### src/rtl/hci_l2_bank_adapter.sv
// rtl/hci_l2_bank_adapter.sv - L2 interconnect bank port to single-port SRAM adapter with partial-write RMW
//
// Purpose:
//   Sits between one memory-side port of the L2 log interconnect and a
//   single-port SRAM macro with 1-cycle read latency. Reads and full-word
//   writes pass straight through. When the macro lacks byte enables
//   (BE_SUPPORT=0), partial writes become a read followed by a merged
//   full-word write in the next cycle. Responses (valid/id/data) appear one
//   cycle after grant.
//
// Ports:
//   clk_i, rst_i           clock, synchronous active-high reset
//   req_i, add_i, wen_i,   interconnect request (wen_i=1 read, 0 write),
//   data_i, be_i, id_i     word address, write data, byte enables, ID
//   gnt_o                  grant (combinational, independent of req_i)
//   r_valid_o, r_data_o,   response, one cycle after grant
//   r_id_o
//   sram_req_o, sram_we_o, SRAM macro command (we=1 write)
//   sram_addr_o,
//   sram_wdata_o, sram_be_o
//   sram_rdata_i           SRAM read data, valid the cycle after a read
module hci_l2_bank_adapter #(
    parameter int unsigned AW         = 14,
    parameter int unsigned DW         = 32,
    parameter int unsigned BW         = 8,
    parameter int unsigned IW         = 20,
    parameter bit          BE_SUPPORT = 1'b0
) (
    input  logic               clk_i,
    input  logic               rst_i,
    input  logic               req_i,
    input  logic [AW-1:0]      add_i,
    input  logic               wen_i,
    input  logic [DW-1:0]      data_i,
    input  logic [DW/BW-1:0]   be_i,
    input  logic [IW-1:0]      id_i,
    output logic               gnt_o,
    output logic               r_valid_o,
    output logic [DW-1:0]      r_data_o,
    output logic [IW-1:0]      r_id_o,
    output logic               sram_req_o,
    output logic               sram_we_o,
    output logic [AW-1:0]      sram_addr_o,
    output logic [DW-1:0]      sram_wdata_o,
    output logic [DW/BW-1:0]   sram_be_o,
    input  logic [DW-1:0]      sram_rdata_i
);

    localparam int unsigned NB = DW / BW;

    typedef enum logic {
        ST_IDLE   = 1'b0,
        ST_RMW_WR = 1'b1
    } state_e;

    state_e          state_q;
    logic [AW-1:0]   rmw_addr_q;
    logic [DW-1:0]   rmw_data_q;
    logic [NB-1:0]   rmw_be_q;
    logic            r_valid_q;
    logic [IW-1:0]   r_id_q;
    logic            rd_flag_q;

    logic            accept;
    logic            be_full;
    logic            be_null;
    logic            is_partial;
    logic [DW-1:0]   merged_wdata;

    assign gnt_o      = ~rst_i & (state_q == ST_IDLE);
    assign accept     = req_i & gnt_o;
    assign be_full    = &be_i;
    assign be_null    = ~|be_i;
    assign is_partial = (BE_SUPPORT == 1'b0) & ~wen_i & ~be_full & ~be_null;

    // Old word comes back from the SRAM read issued in the accept cycle;
    // bytes selected by the latched enables are replaced with new data.
    always_comb begin
        merged_wdata = '0;
        for (int b = 0; b < NB; b++) begin
            merged_wdata[b*BW +: BW] = rmw_be_q[b] ? rmw_data_q[b*BW +: BW]
                                                   : sram_rdata_i[b*BW +: BW];
        end
    end

    always_comb begin
        sram_req_o   = 1'b0;
        sram_we_o    = 1'b0;
        sram_addr_o  = '0;
        sram_wdata_o = '0;
        sram_be_o    = '0;
        if (!rst_i) begin
            if (state_q == ST_RMW_WR) begin
                sram_req_o   = 1'b1;
                sram_we_o    = 1'b1;
                sram_addr_o  = rmw_addr_q;
                sram_wdata_o = merged_wdata;
                sram_be_o    = '1;
            end else if (accept) begin
                if (wen_i || is_partial) begin
                    // Plain read, or the read half of a read-modify-write.
                    sram_req_o  = 1'b1;
                    sram_addr_o = add_i;
                    sram_be_o   = '1;
                end else if (!be_null) begin
                    sram_req_o   = 1'b1;
                    sram_we_o    = 1'b1;
                    sram_addr_o  = add_i;
                    sram_wdata_o = data_i;
                    sram_be_o    = be_i;
                end
            end
        end
    end

    always_ff @(posedge clk_i) begin
        if (rst_i) begin
            state_q    <= ST_IDLE;
            rmw_addr_q <= '0;
            rmw_data_q <= '0;
            rmw_be_q   <= '0;
            r_valid_q  <= 1'b0;
            r_id_q     <= '0;
            rd_flag_q  <= 1'b0;
        end else begin
            r_valid_q <= accept;
            rd_flag_q <= accept & wen_i;
            if (accept) begin
                r_id_q <= id_i;
            end
            case (state_q)
                ST_IDLE: begin
                    if (accept && is_partial) begin
                        state_q    <= ST_RMW_WR;
                        rmw_addr_q <= add_i;
                        rmw_data_q <= data_i;
                        rmw_be_q   <= be_i;
                    end
                end
                ST_RMW_WR: state_q <= ST_IDLE;
                default:   state_q <= ST_IDLE;
            endcase
        end
    end

    assign r_valid_o = r_valid_q;
    assign r_id_o    = r_id_q;
    assign r_data_o  = rd_flag_q ? sram_rdata_i : '0;

endmodule

### config.mk
export PLATFORM = sky130hd
export DESIGN_NAME = hci_l2_bank_adapter
export DESIGN_NICKNAME = d
export VERILOG_FILES = /design/src/rtl/hci_l2_bank_adapter.sv
export SDC_FILE = /design/constraint.sdc
export NUM_CORES = 1
export LEC_CHECK = 0
export BUFFER_PORTS_ARGS = -buffer_cell sky130_fd_sc_hd__buf_2
export CORE_MARGIN = 2
export CORE_UTILIZATION = 46
export CTS_BUF_LIST = sky130_fd_sc_hd__clkbuf_8
export CTS_CLUSTER_SIZE = 24
export DETAILED_ROUTE_END_ITERATION = 10
export PLACE_DENSITY = 0.94
export SYNTH_ARGS = -nofsm -noshare
export SYNTH_HDL_FRONTEND = slang
export SYNTH_SLANG_ARGS = --single-unit
export TNS_END_PERCENT = 10
### constraint.sdc
create_clock -name clk_i -period 2.6 [get_ports clk_i]
set_input_delay 0.26 -clock clk_i [delete_from_list [all_inputs] [get_ports clk_i]]
set_output_delay 0.26 -clock clk_i [all_outputs]
set_load 0.05 [all_outputs]
==> impl_metrics.json, run 1 <==
{
  "insertion_delay_ns": 0.33,
  "finClkSkew_ns": 0.005997,
  "criticalPathCategory": "in -> out",
  "cts_max_path_buffers": 2,
  "start_util": 0.4732,
  "setup_tns_ns": 0,
  "yosysWarnings": 0,
  "slew_viol_final": 0,
  "crit_buf_inv": 3,
  "power_mw": 2.707,
  "path_delay_family": "buffers and inverters",
  "reg2reg_depth": 4,
  "cellLeakagePower_nw": 2.476,
  "drcViolationCount": 0,
  "start_kind": "input pin",
  "die_width_um": 95.71,
  "holdBufCountCts": 0,
  "dieArea_um2": 9159,
  "routed_wirelength_um": 10640,
  "htreeDepth": 3,
  "cp.arrival_ns": 1.93,
  "hpwlAfterDp_um": 7933,
  "portBuffers": 211,
  "crit_required_ns": 2.34,
  "path_depth": 6,
  "via_count": 3612,
  "netlist_area_um2": 3869,
  "diodes": 0,
  "cts_resized": 0,
  "ant_nets": 0,
  "r2r_slack_ns": 0.58,
  "timing.fmax_mhz": 456.4,
  "drv_cap": 0,
  "drive_gt1_frac": 0.4791,
  "slowest_delay_ns": 0.45,
  "fin_cells": 704,
  "wl_per_cell_um": 15.11,
  "core_um2": 8175,
  "synthCells": 398,
  "nets": 700,
  "die_h_um": 95.71,
  "fin_crit_ns": 2.191,
  "grt_overflow": 0,
  "place_area_um2": 4966,
  "worstPathCellList": "buf_2 -> buf_4 -> nor3b_2 -> o21a_1 -> a22o_1 -> buf_2",
  "final_cell_mix": "211 x buf_2, 73 x dfxtp_1, 50 x nor2b_1, 50 x mux2_2, 33 x and2_1",
  "antenna_found_initial": 0,
  "synthTopCellsByArea": "dfxtp_1 38%, mux2_2 15%, mux2i_1 8.3%, nor2b_1 8.1%, o2bb2ai_1 7.2%",
  "clock-sinks": 73,
  "gp_congestion": 0.7367,
  "worst_slew_pin_slew_ns": 0.9655,
  "relSlewSlack": 0.3554,
  "slowest_stage": "o21a_1",
  "via_per_inst": 5.131,
  "mostFrequentLayoutCell": "buf_2",
  "clockRootBuffer": "clkbuf_8",
  "cts_setup_buffers": 0,
  "drt_iter0_drc": 49,
  "hold_depth": 3,
  "cp_max_fo": 22,
  "ys_types": 24,
  "drt_pass1_iterations": 4,
  "rows": 33,
  "hold_viol": 0,
  "multiInputGateArea_um2": 2237,
  "yosysTopAreaCell": "dfxtp_1",
  "grt_max_degree": 43,
  "ys_seq_elements": 73,
  "fin_hold_ws_ns": 0.1259,
  "hold_path_class": "in -> reg",
  "cts_tree": "built",
  "dp.cells": 688,
  "io_pins": 212,
  "track_usage": 0.2179,
  "outcome": "finished clean",
  "power_density_nw_per_um2": 524.4,
  "first_global_vias": 3422,
  "numCtsBuffers": 9,
  "n_fill_cell": 704,
  "ys_seq_area_frac": 0.3777,
  "setup_viol": 0,
  "area_growth_pct": 33.44,
  "design_area_um2": 5162,
  "cpMostUsedCell": "buf_2",
  "path_clk_slew_ns": 0.08,
  "ir_drop_mv": 0.3450,
  "synth.avg_cell_area_um2": 9.720,
  "grt_pass1_wl_um": 15700,
  "endpoint_kind": "output pin",
  "seq_area_um2": 1461,
  "syn_nets": 504,
  "finalCritPeriodShare": 0.8426,
  "synth_top_area_share": 0.3777,
  "rsz0062_at_grt": "no"
}
## per-stage QoR
step | util | worst slack (ns)
finish | 0.6315 | 0.4092
global route | 0.6315 | 0.3204
CTS | 0.6315 | 0.4254
detailed placement | 0.6074 | 0.4361
global placement | 0.6074 | 0.5220
floorplan | - | 0.03417
## area by class of cell
cell class              count  area share
clock buffers              10     0.02666
multi-input cells         289      0.4334
flip-flops and latches     73      0.2831
repair buffers            219      0.2186
clock inverters             6     0.01139
inverters                   2    0.001454
well taps                 105     0.02545
## per-layer routing
| metal | wire [um] | part of all wire | GRT usage | vias up |
|---|---|---|---|---|
| met5 | 0 | 0 | 0 | - |
| met4 | 110 | 0.010 | 0.06786 | 0 |
| met3 | 560 | 0.053 | 0.03602 | 11 |
| met2 | 5663 | 0.53 | 0.4196 | 124 |
| met1 | 4302 | 0.40 | 0.2417 | 1697 |
| li1 | - | - | - | 1780 |
## worst paths after layout
check / to / startpoint
min reg2reg: r_id_o[19] / r_id_o[19]
max: sram_addr_o[13] / rst_i
min: r_id_o[12] / id_i[12]
max reg2reg: rmw_be_q[3] / state_q
## flip-flops by register name, indices dropped and copies added, names as in the netlist
register,cells
r_id_o,20
r_valid_o,1
rd_flag_q,1
rmw_addr_q,14
rmw_be_q,4
rmw_data_q,32
state_q,1
## worst reg2reg max path: stages, from the launching register on
cell	delay, ns
dfxtp_1	0.37
or4b_4	0.55
nor3b_4	0.22
buf_4	0.37
mux2_2	0.40
## cells in the mapped netlist
library cell  count
and4_1            2
nor2_1            3
nand2b_1         21
nor3b_1           1
mux2_2           50
or4_1             1
nor3b_4           1
clkbuf_1         19
buf_2             2
and2_1           33
inv_1             2
nor2b_1          50
buf_6             5
dfxtp_1          73
a31oi_1           1
o21ai_0          21
buf_1             8
o2bb2ai_1        32
a22o_1           14
a21oi_1           5
or4b_4            1
mux2i_1          32
o21a_1            1
nand2_1          20
## power breakdown
| part | internal (mW) | switching, mW | total (mW) |
|---|---|---|---|
| Combinational | 0.219 | 0.387 | 0.605 |
| Sequential | 1.19 | 0.0515 | 1.24 |
| Clock | 0.463 | 0.402 | 0.865 |
| Total | 1.87 | 0.840 | 2.71 |
## kinds of logic after synthesis
kind of cell,Yosys count,synth area share
muxes,82,0.2283
AOI/OAI and AO/OA,74,0.1413
DFF,73,0.3777
and+or+nand+nor,133,0.2073
buffers and inverters,36,0.04528
Note: power is estimated with default switching activity, not from simulation.
==> run 2: changes to the inputs <==
- CORE_UTILIZATION: 46 -> 42
- PLACE_DENSITY: 0.94 -> 0.91
- clock period: 2.6 -> 1.86 ns (I/O delays scaled with it)
==> run 2 against run 1 <==
  * The flow now finishes with violations (setup timing)
  * Critical path depth unchanged
  * Critical endpoint is now sram_wdata_o[22]
  * Highest routed layer unchanged
  * Largest power group unchanged
  * Utilization down 1.3 points
  * Global-route usage down 0.29 points
==> impl_metrics.json, run 2 (synthesis results as in run 1) <==
{
  "insertion_delay_ns": 0.34,
  "finClkSkew_ns": 0.01143,
  "timing.fmax_mhz": 532.0,
  "largest_reg_flops": 32,
  "diodes": 0,
  "dieArea_um2": 9995,
  "relSlewSlack": 0.6204,
  "outcome": "complete, but fails checks",
  "cp.arrival_ns": 1.69,
  "htreeDepth": 3,
  "slew_viol_final": 0,
  "place_ws_ns": -0.07815,
  "violations": "setup timing",
  "grt_max_degree": 61,
  "endpoint_kind": "output pin",
  "worst_slew_pin_slew_ns": 0.5694,
  "drcViolationCount": 0,
  "fin_crit_ns": 1.880,
  "finalCritPeriodShare": 1.011,
  "hold_viol": 0,
  "cts_max_path_buffers": 2,
  "top_register": "rmw_data_q",
  "grt_overflow": 0,
  "first_global_vias": 3737,
  "rsz0062_at_grt": "yes",
  "track_usage": 0.2150,
  "ant_nets": 0,
  "hpwlAfterDp_um": 7820,
  "wl_per_cell_um": 15.87,
  "final_cell_mix": "163 x buf_2, 72 x dfxtp_1, 50 x nor2b_1, 50 x mux2_2, 33 x and2_1",
  "core_um2": 9065,
  "start_util": 0.4268,
  "grt_pass1_wl_um": 17260,
  "setup_tns_ns": -0.1750,
  "cp_max_fo": 16,
  "via_per_inst": 5.206,
  "cts_setup_buffers": 0,
  "antenna_found_initial": 0,
  "routed_wirelength_um": 11380,
  "gp_congestion": 0.7985,
  "setup_viol": 22,
  "io_pins": 212,
  "ir_drop_mv": 0.4758,
  "cts_tree": "built",
  "portBuffers": 211,
  "drv_cap": 0,
  "worst_slack_ns": -0.01960,
  "rows": 35,
  "die_h_um": 99.98,
  "nets": 707,
  "drive_gt1_frac": 0.5116,
  "start_kind": "flip-flop",
  "drt_pass1_iterations": 4,
  "cellLeakagePower_nw": 2.584,
  "drt_iter0_drc": 110,
  "hold_path_class": "in -> reg",
  "power_density_nw_per_um2": 713.3,
  "via_count": 3733,
  "mostFrequentLayoutCell": "buf_2",
  "clockRootBuffer": "clkbuf_8",
  "crit_required_ns": 1.67,
  "area_growth_pct": 45.02,
  "clock-sinks": 73,
  "criticalPathCategory": "reg -> out",
  "numCtsBuffers": 9,
  "die_width_um": 99.98,
  "holdBufCountCts": 0,
  "path_clk_slew_ns": 0.08
}
## run 2: worst max-delay path: stages, from the launching register on
cell	delay, ns
dfxtp_2	0.33
buf_6	0.13
nor2_4	0.10
and4_4	0.27
buf_12	0.17
o2bb2ai_1	0.13
buf_4	0.23
## run 2: area by class of cell
| cell class | instances | area, um^2 |
|---|---|---|
| Fill cell | 732 | 3455 |
| Multi-Input combinational cell | 290 | 2352 |
| Sequential cell | 73 | 1463 |
| Timing Repair Buffer | 225 | 1428 |
| Tap cell | 111 | 138.9 |
| Clock buffer | 10 | 137.6 |
| Clock inverter | 6 | 83.83 |
| Inverter | 2 | 7.507 |
## run 2: layer usage
layer | vias to the layer above | wire, um | global-route usage
met5 | - | 0 | 0
met4 | 0 | 386 | 0.1064
met3 | 33 | 677 | 0.04666
met2 | 154 | 6051 | 0.4090
met1 | 1748 | 4265 | 0.2208
li1 | 1798 | - | -
## run 2: timing repair
| item | CTS | global route |
|---|---|---|
| gates cloned | 1 | 1 |
| pin swaps | 1 | 11 |
| resized for setup | 61 | 27 |
| setup endpoints to repair | 51 | 101 |
## run 2: power breakdown
| part | internal, mW | switching, mW |
|---|---|---|
| Clock | 0.785 | 0.568 |
| Combinational | 0.351 | 0.575 |
| Sequential | 1.66 | 0.0650 |
| Total | 2.79 | 1.21 |
## run 2: path summary, 6_finish.rpt
check	to	slack (ns)	cells after the start	from
hold reg to reg	r_id_o[11]	0.48	2	r_id_o[11]
hold / removal	r_id_o[13]	0.04	3	id_i[13]
setup / recovery	sram_wdata_o[22]	-0.02	6	state_q
setup reg to reg	rmw_data_q[9]	0	4	state_q
## run 2: per-stage QoR
step / power, mW / hold slack [ns] / cells / util / cell area (um^2)
2_1_floorplan: 2.346 / 0.2946 / 398 / - / 3940
6_report: 4.002 / 0.04181 / 717 / 0.6189 / 5610
4_1_cts: 4.016 / 0.03129 / 716 / 0.6068 / 5500
3_3_place_gp: 2.602 / 0.3804 / 699 / 0.5619 / 5094
5_1_grt: 4.192 / 0.03972 / 717 / 0.6189 / 5610
3_5_place_dp: 2.631 / 0.3916 / 699 / 0.5619 / 5094
==> run 3: changes to the inputs <==
- TNS_END_PERCENT: 10 -> default
==> run 3 against run 2 <==
  * The run still ends with setup timing left
  * Non-clock buffer count rose by 8
  * Register-to-register slack barely moved
  * Sequential power barely moved
  * Combinational power rose by 3.9%
  * Critical path type unchanged
==> impl_metrics.json, run 3 (synthesis results as in run 1) <==
{
  "die_width_um": 99.98,
  "finClkSkew_ns": 0.007481,
  "ant_nets": 0,
  "violations": "setup timing",
  "worst_slack_ns": -0.01852,
  "rows": 35,
  "cp.arrival_ns": 1.69,
  "setup_viol": 3,
  "diodes": 0,
  "place_area_um2": 5111,
  "drcViolationCount": 0,
  "crit_required_ns": 1.67,
  "internal_power_mw": 2.488,
  "slew_viol_final": 0,
  "criticalPathCategory": "reg -> out",
  "power_mw": 3.707,
  "via_per_inst": 5.200,
  "drv_cap": 0,
  "ir_drop_mv": 0.4443,
  "htreeDepth": 3,
  "start_kind": "flip-flop",
  "dieArea_um2": 9995,
  "mostFrequentLayoutCell": "buf_2",
  "core_um2": 9065,
  "finalCritPeriodShare": 1.010,
  "setup_tns_ns": -0.02981,
  "insertion_delay_ns": 0.33,
  "drt_iter0_drc": 76,
  "portBuffers": 211,
  "clockRootBuffer": "clkbuf_8",
  "grt_pass1_wl_um": 17090,
  "io_pins": 212,
  "power_density_nw_per_um2": 636.3,
  "drive_gt1_frac": 0.5586,
  "area_growth_pct": 50.58,
  "worst_slew_pin_slew_ns": 0.5413,
  "clock-sinks": 73,
  "wl_per_cell_um": 16.51,
  "largest_reg_flops": 32,
  "endpoint_kind": "output pin",
  "top_register": "rmw_data_q",
  "hpwlAfterDp_um": 7691,
  "rsz0062_at_grt": "yes",
  "cts_tree": "built",
  "start_util": 0.4268,
  "grt_max_degree": 56,
  "timing.fmax_mhz": 532.3,
  "final_util": 0.6427,
  "hold_path_class": "in -> reg",
  "grt_overflow": 0,
  "routed_wirelength_um": 11970,
  "final_cell_mix": "165 x buf_2, 71 x dfxtp_1, 50 x nor2b_1",
  "numCtsBuffers": 9,
  "sequentialPowerShare": 0.465,
  "fin_hold_ws_ns": 0.04559,
  "relSlewSlack": 0.6387,
  "path_clk_slew_ns": 0.07,
  "hold_viol": 0,
  "cellLeakagePower_nw": 2.674,
  "gp_congestion": 0.7776,
  "p_sw_frac": 0.3287,
  "design_area_um2": 5826,
  "p_switching_mw": 1.218,
  "first_global_vias": 3728,
  "fin_crit_ns": 1.879,
  "via_count": 3770,
  "antenna_found_initial": 0,
  "power_frac_clock": 0.275,
  "drt_pass1_iterations": 4,
  "outcome": "complete, but fails checks",
  "track_usage": 0.2147,
  "nets": 715,
  "cp_max_fo": 8,
  "die_h_um": 99.98,
  "cts_max_path_buffers": 2,
  "combinationalPowerShare": 0.260
}
-- run 3: timing repair --
action,CTS,global route
cloned,3,2
pin swaps,2,4
resized for setup,63,46
endpoints found under the setup margin,69,93
endpoints found under the hold margin,0,0
buffers inserted,2,4
hold buffers,0,0
-- run 3: worst paths after layout --
path / from / to / slack (ns) / cells past startpoint
min reg2reg: r_id_o[12] / r_id_o[12] / 0.48 / 2
max: state_q / sram_wdata_o[29] / -0.02 / 7
min: id_i[1] / r_id_o[1] / 0.05 / 3
max reg2reg: state_q / rmw_be_q[1] / 0 / 5
-- run 3: power groups by stage --
stage / clock [mW] / sequential, mW / combinational, mW
floorplan: 0 / 1.85 / 0.503
global placement: 0 / 1.75 / 0.854
detailed placement: 0 / 1.76 / 0.876
CTS: 1.06 / 1.72 / 0.914
global route: 1.12 / 1.73 / 1.02
finish: 1.02 / 1.72 / 0.962
-- run 3: cell type report --
cell class              instances  area, um^2
fillers                       683        3239
repair buffers                233        1582
well taps                     111       138.9
inverters                       2       7.507
clock inverters                 7       31.28
multi-input cells             290        2479
clock buffers                   9       123.9
flip-flops and latches         73        1464
-- run 3: per-layer routing --
layer	GRT usage	up-vias	part of all wire
met5	0	-	0
met2	0.4070	150	0.54
met1	0.2328	1788	0.39
met4	0.07271	0	0.015
met3	0.05084	18	0.058
li1	-	1814	-
-- run 3: worst max-delay path: stages (launching register included) --
cell and delay [ns]:
dfxtp_2 0.33, buf_6 0.13, nor2_4 0.08, and4_4 0.25, buf_12 0.13, buf_16 0.13
o2bb2ai_2 0.12, buf_6 0.18
-- run 3: per-stage QoR --
step	worst slack [ns]	instances
2_1_floorplan	-0.1474	398
3_5_place_dp	-0.1274	698
3_3_place_gp	-0.08255	698
6_report	-0.01852	725
5_1_grt	-0.07974	725
4_1_cts	-0.07440	719
